### src/rtl/skew_pkg.sv
// skew_pkg: FSM state encoding and beat/run-length derivation shared by the skew load and collect blocks
package skew_pkg;

    typedef enum logic [1:0] {ST_IDLE, ST_LOAD, ST_RUN, ST_DONE} skew_state_t;

    function automatic int beats(input int s, input int n);
        return s / n;
    endfunction

    function automatic int run_len(input int s, input int n, input int r);
        return s / n + r - 1;
    endfunction

endpackage

### src/rtl/skew_enable_gen.sv
// skew_enable_gen: enable window for one row, high while row <= t < row + BEATS
module skew_enable_gen #(
    parameter int TW    = 3,
    parameter int IW    = 3,
    parameter int BEATS = 4
) (
    input  logic [TW-1:0] i_t,
    input  logic [IW-1:0] i_row,
    output logic          o_en
);

    assign o_en = (int'(i_t) >= int'(i_row)) && (int'(i_t) < int'(i_row) + BEATS);

endmodule

### src/rtl/skew_load_ctrl.sv
// skew_load_ctrl: loads R row words, then enables each downstream ring shifter for BEATS cycles, skewed one cycle per row
module skew_load_ctrl
    import skew_pkg::*;
#(
    parameter int S = 8,
    parameter int N = 2,
    parameter int R = 4
) (
    input  logic           clk,
    input  logic           rst,
    input  logic           start,
    input  logic           in_valid,
    output logic           in_ready,
    input  logic [S-1:0]   row_in,
    output logic [R*S-1:0] row_word,
    output logic [R-1:0]   row_enable,
    output logic           busy,
    output logic           done
);

    localparam int BEATS   = beats(S, N);
    localparam int RUN_LEN = run_len(S, N, R);
    localparam int IW      = $clog2(R + 1);
    localparam int TW      = $clog2(RUN_LEN + 1);

    skew_state_t    r_state, w_next;
    logic [IW-1:0]  r_row_idx;
    logic [TW-1:0]  r_t, w_t_next;
    logic [R*S-1:0] r_row_word;
    logic [R-1:0]   r_en, w_gen, w_en_next;
    logic           w_accept;

    // enable windows are evaluated for the t value of the coming cycle so row_enable can be registered
    for (genvar i = 0; i < R; i++) begin : g_en
        skew_enable_gen #(.TW(TW), .IW(IW), .BEATS(BEATS)) u_en (
            .i_t  (w_t_next),
            .i_row(IW'(i)),
            .o_en (w_gen[i])
        );
    end

    // state register
    always_ff @(posedge clk) begin
        if (rst) r_state <= ST_IDLE;
        else     r_state <= w_next;
    end

    // next-state logic and derived next values of t and the enables
    always_comb begin
        w_next   = r_state;
        w_accept = (r_state == ST_LOAD) && in_valid;
        case (r_state)
            ST_IDLE: w_next = start ? ST_LOAD : ST_IDLE;
            ST_LOAD: w_next = (w_accept && r_row_idx == IW'(R - 1)) ? ST_RUN : ST_LOAD;
            ST_RUN:  w_next = (r_t == TW'(RUN_LEN - 1)) ? ST_DONE : ST_RUN;
            default: w_next = ST_IDLE;
        endcase
        w_t_next  = (r_state == ST_RUN) ? r_t + 1'b1 : '0;
        w_en_next = (w_next == ST_RUN) ? w_gen : '0;
    end

    // row capture, counters and registered enables
    always_ff @(posedge clk) begin
        if (rst) begin
            r_row_idx  <= '0;
            r_t        <= '0;
            r_row_word <= '0;
            r_en       <= '0;
        end else begin
            r_t  <= w_t_next;
            r_en <= w_en_next;
            if (r_state == ST_IDLE && start) r_row_idx <= '0;
            if (w_accept) begin
                r_row_word[int'(r_row_idx) * S +: S] <= row_in;
                r_row_idx <= r_row_idx + 1'b1;
            end
        end
    end

    assign in_ready   = (r_state == ST_LOAD);
    assign busy       = (r_state == ST_LOAD) || (r_state == ST_RUN);
    assign done       = (r_state == ST_DONE);
    assign row_word   = r_row_word;
    assign row_enable = r_en;

endmodule

### config.mk
export PLATFORM = sky130hd
export DESIGN_NAME = skew_load_ctrl
export DESIGN_NICKNAME = d
export VERILOG_FILES = /design/src/rtl/skew_pkg.sv /design/src/rtl/skew_enable_gen.sv /design/src/rtl/skew_load_ctrl.sv
export SDC_FILE = /design/constraint.sdc
export NUM_CORES = 1
export LEC_CHECK = 0
export BUFFER_PORTS_ARGS = -buffer_cell sky130_fd_sc_hd__buf_2
export CORE_MARGIN = 3
export CORE_UTILIZATION = 45
export CTS_CLUSTER_SIZE = 12
export DETAILED_ROUTE_END_ITERATION = 10
export GPL_TIMING_DRIVEN = 0
export PLACE_DENSITY_LB_ADDON = 0.15
export SKIP_LAST_GASP = 1
export SYNTH_ARGS = -nofsm -noshare
export SYNTH_HDL_FRONTEND = slang
export SYNTH_SLANG_ARGS = --single-unit
### constraint.sdc
create_clock -name clk -period 2.93 [get_ports clk]
set_input_delay 0.293 -clock clk [delete_from_list [all_inputs] [get_ports clk]]
set_output_delay 0.293 -clock clk [all_outputs]
set_load 0.03 [all_outputs]
# Yosys cells after proc, flatten, opt, wreduce, memory -nomap -nowiden
# Index checks and enable logic that the tools add are counted.
# Widths: inputs -> output; s select.
[op_classes]
n_eq_ne = 6
n_shift = 2
mux = 8
reduce_logical = 11
add_sub_neg = 3
magnitude_cmp = 8
bitwise = 1
[op_table]
columns = ["operator", "count"]
rows = [
  ["$neg 6->33", 1],
  ["$shift 8x33->32 const A", 1],
  ["$shiftx 8x33->32", 1],
  ["$bwmux 32", 1],
  ["$lt 3x3->1 const B", 4],
  ["$mux 3", 3],
  ["$logic_and 1x1->1", 7],
  ["$add 3x1->3 const B", 2],
  ["$eq 2x2->1 const B", 3],
  ["$ge 3x1->1 const B", 2],
  ["$ge 3x2->1 const B", 2],
  ["$pmux 2 s3", 1],
  ["$eq 3x2->1 const B", 1],
  ["$eq 3x3->1 const B", 1],
  ["$eq 2x1->1 const B", 1],
  ["$logic_not 2->1", 1],
  ["$mux 1", 2],
  ["$mux 2", 1],
  ["$reduce_bool 2->1", 1],
  ["$reduce_or 2->1", 1],
  ["$logic_or 1x1->1", 1],
  ["$not 1->1", 1],
]
[totals]
input_bits = 12
output_inout_bits = 39
wordCells = 44
reg_bits = 44

# Depth between registers and ports, before layout
[depth]
ltp_word = 8
mapped_depth = 8

# Modules after synthesis
# Synthesis repeated with hierarchy kept, for this count alone.
[unflattened]
hier_cells = 262
area_unflattened_um2 = 2387.3
[by_module_without_submodules]
columns = ["mod", "cells_per_inst", "area_per_inst_um2", "seq_area_each_um2", "instances"]
rows = [
  ["skew_load_ctrl", 206, 1976.9, 880.8, 1],
  ["skew_enable_gen", 14, 102.6, 0.0, 4],
]

# Worst setup path after synthesis
# No wires, ideal clock.
[synth_timing]
kind = "reg2reg"
start = "register r_row_idx[0]"
end = "register r_row_word[7], in the netlist row_word[7]"
stages_incl_launch_ff = 8
setup_time_ns = 0.132
arrival_ns = 1.899
period_less_slack_ns = 2.031
n_path_buf = 1
slack_ns = 0.899
path_cell_list = "dfxtp_1 inv_1 ha_1 ha_1 or4b_1 buf_2 o21ai_1 a21oi_1"
[synth_between]
elab_chain_cells = 3
[synth_lines]
columns = ["element", "line", "source"]
rows = [
  ["from (decl)", "skew_load_ctrl.sv:27", "logic [IW-1:0] r_row_idx;"],
  ["from (signal assigned)", "skew_load_ctrl.sv:75", "r_row_idx <= r_row_idx + 1'b1;"],
  ["$neg 6->33 *", "skew_load_ctrl.sv:74", "r_row_word[int'(r_row_idx) * S +: S] <= row_in;"],
  ["$shiftx 8x33->32 / $shift 8x33->32 (equally long branches)", "skew_load_ctrl.sv:74", ""],
  ["$bwmux 32 *", "skew_load_ctrl.sv:74", ""],
  ["to (signal, indexed assignment)", "skew_load_ctrl.sv:74", ""],
  ["to (decl)", "skew_load_ctrl.sv:29", "logic [R*S-1:0] r_row_word;"],
]
# Mark *: on every way between the ends. The rest lies on a longest branch, timed or not.
# A chain may end at the register's enable or synchronous reset.

# Worst setup path in the final report
[layout_timing]
start = "register r_row_idx[0]"
end = "register r_row_word[3], in the netlist row_word[3]"
# The elaborated chain is that of the path after synthesis.

==> flow_metrics.env <==
export IMPL_status="finished, final reports clean"
export IMPL_cts_root_buf="clkbuf_8"
export IMPL_yosysMostFrequentCell="dfxtp_1"
export IMPL_hold_path_class="primary input to flop"
export IMPL_tightest_slew_ns=0.647
export IMPL_die_area_um2=5180
export IMPL_synth_top_area_share_pct=44.9
export IMPL_portBuffers=50
export IMPL_grt_pass1_wl_mm=7.82
export IMPL_synth_top_area_cell="dfxtp_1"
export IMPL_synth_seq_cells=44
export IMPL_synth_edf_count=0
export IMPL_start_kind="flop"
export IMPL_core_um2=4120
export IMPL_final_nets=312
export IMPL_post_route_period_util_pct=78.0
export IMPL_viasPerCell=5.38
export IMPL_clk_pin_slew_ns=0.09
export IMPL_synth_cell_types=37
export IMPL_diodes=0
export IMPL_postCtsSetupBuffers=0
export IMPL_drc=0
export IMPL_critPathMaxFanout=9
export IMPL_yosys_top_cells_area="dfxtp_1 45%, ha_1 10%, a21oi_1 8.4%, nand3_1 6.6%, nand2_1 5.2%"
export IMPL_peakVddDrop_uv=280
export IMPL_async_flop_share_pct=0
export IMPL_crit_required_ns=3.09
export IMPL_numCtsBuffers=5
export IMPL_die_height_um=72.0
export IMPL_maxSlewHeadroom_pct=56.8
export IMPL_ys_warn_count=0
export IMPL_crit_type="flop to flop"
export IMPL_pin_count=51
export IMPL_clock_latency_ns=0.30
export IMPL_p_leak_uw=0.00102
export IMPL_track_usage_pct=19.2
export IMPL_drive_above_1_share_pct=23.6
export IMPL_grt_pass1_vias=1701
export IMPL_hold_buffers=0
export IMPL_rsz0062_at_grt="false"
export IMPL_synthTopCellsByCount="44 x dfxtp_1, 33 x a21oi_1, 27 x nand2_1, 26 x nand3_1, 16 x ha_1"
export IMPL_dr_pass1_iters=4
export IMPL_synth_seq_area_share_pct=44.9
export IMPL_cts_sinks=44
export IMPL_tritoncts="built"
export IMPL_drv_slew=0
export IMPL_vias=1798
export IMPL_grt_max_degree=14
export IMPL_clock_skew_ns=0.0115
export IMPL_setup_viol_count_final=0
export IMPL_grt_antenna_before_repair=0
export IMPL_min_period_ns=2.29
export IMPL_arrival_ns=2.44
export IMPL_pwr_density_cell_nw_per_um2=462
export IMPL_gp_congestion=0.779
export IMPL_synthFlopType="dfxtp_1"
export IMPL_cts_resized=0
export IMPL_start_util_pct=47.6
export IMPL_syn_to_final_growth_pct=20.1
export IMPL_post_drt_wl_per_cell_um=14.3
export IMPL_syn_inst=227
export IMPL_syn_cell_area_um2=1960
export IMPL_avgSynthCellArea_um2=8.64
export IMPL_final_antenna_net_count=0
export IMPL_syn_nets=255
export IMPL_htreeDepth=2
export IMPL_hold_viol_final=0
export IMPL_drv_cap=0
export IMPL_gr_total_overflow=0
export IMPL_max_freq_mhz=437
export IMPL_cp_end_kind="flop"
export IMPL_drt_iter0_drc=91
export IMPL_placementRows=23
export IMPL_finalSetupTns_ns=0
export IMPL_dpl_hpwl_mm=3.47
export IMPL_die_x_um=72.0
export IMPL_clock_path_buffers=2
export IMPL_power_total_uw=1090
export IMPL_wirelength_mm=4.77
==> logic make-up after synthesis <==
family,count (synthesis),share of synthesized area (%)
xor+xnor,1,0.447
simple gates,91,25.1
flops,44,44.9
compound gates,50,14.2
buf+inv,25,5.17
fa+ha+maj,16,10.2
==> cell type report <==
class | count | area, um2
clock inverter | 2 | 12.5
inverter | 10 | 37.5
multi-input combinational | 158 | 978
timing repair buffer | 50 | 250
sequential | 44 | 881
clock buffer | 5 | 68.8
buffer | 15 | 63.8
tap | 50 | 62.6
fill | 415 | 1760
==> flip-flops by register name, summed over array words and instances, names as in the netlist <==
register	flops
r_row_idx	3
r_state	2
r_t	3
row_enable	4
row_word	32
==> worst max-delay path, stage by stage (launching register included) <==
cell,delay [ns]
dfxtp_1,0.51
inv_1,0.14
ha_1,0.22
ha_1,0.37
or4b_1,0.51
buf_2,0.18
o21ai_1,0.13
a21oi_1,0.09
==> placed cells by master (no fill, tap or decap), types with 2 or more instances in the layout <==
| cell type | synthesis | routed |
|---|---|---|
| and2_1 | 2 | 2 |
| clkbuf_8 | 0 | 5 |
| clkbuf_2 | 2 | 2 |
| nor4bb_1 | 2 | 2 |
| o21ai_1 | 7 | 7 |
| buf_1 | 3 | 3 |
| nand3_1 | 26 | 26 |
| nor2_1 | 5 | 5 |
| a21oi_1 | 33 | 33 |
| clkbuf_1 | 6 | 6 |
| nand2_1 | 27 | 27 |
| nor2b_1 | 2 | 2 |
| nor3_1 | 3 | 3 |
| dfxtp_1 | 44 | 44 |
| nand4_1 | 11 | 11 |
| buf_2 | 4 | 54 |
| inv_1 | 10 | 10 |
| ha_1 | 16 | 16 |
| nand2b_1 | 2 | 2 |
| and4_1 | 3 | 3 |
| a31oi_1 | 2 | 2 |
==> final timing paths <==
| kind | start | to | slack (ns) | depth (start not counted) |
|---|---|---|---|---|
| max | r_row_idx[0] | row_word[3] | 0.64 | 7 |
| min | row_in[0] | row_word[0] | 0.29 | 3 |
| max reg2reg | r_row_idx[0] | row_word[3] | 0.64 | 7 |
| min reg2reg | row_word[20] | row_word[20] | 0.45 | 2 |
==> stage by stage <==
stage / setup slack (ns) / util (%) / std cells / area [um2] / hold slack [ns]
5_1_grt: 0.461 / 57.2 / 334 / 2350 / 0.289
3_3_place_gp: 0.719 / 55.2 / 327 / 2270 / 0.437
3_5_place_dp: 0.686 / 55.2 / 327 / 2270 / 0.444
2_1_floorplan: 0.899 / - / 227 / 1960 / 0.441
6_report: 0.644 / 57.2 / 334 / 2350 / 0.286
4_1_cts: 0.677 / 57.2 / 334 / 2350 / 0.279
==> routing by layer <==
layer,track usage [%],part of all wire [%],vias to the layer above
li1,-,-,910
met1,24.2,45,838
met2,32.3,49,41
met3,3.46,4.4,9
met4,7.93,1.9,0
met5,0,0,-
==> report_power, final <==
part           internal, uW  switching (uW)
registers               604            5.80
logic                  34.7            78.3
clock network           162             202
Power figures use the tool's default switching activity.
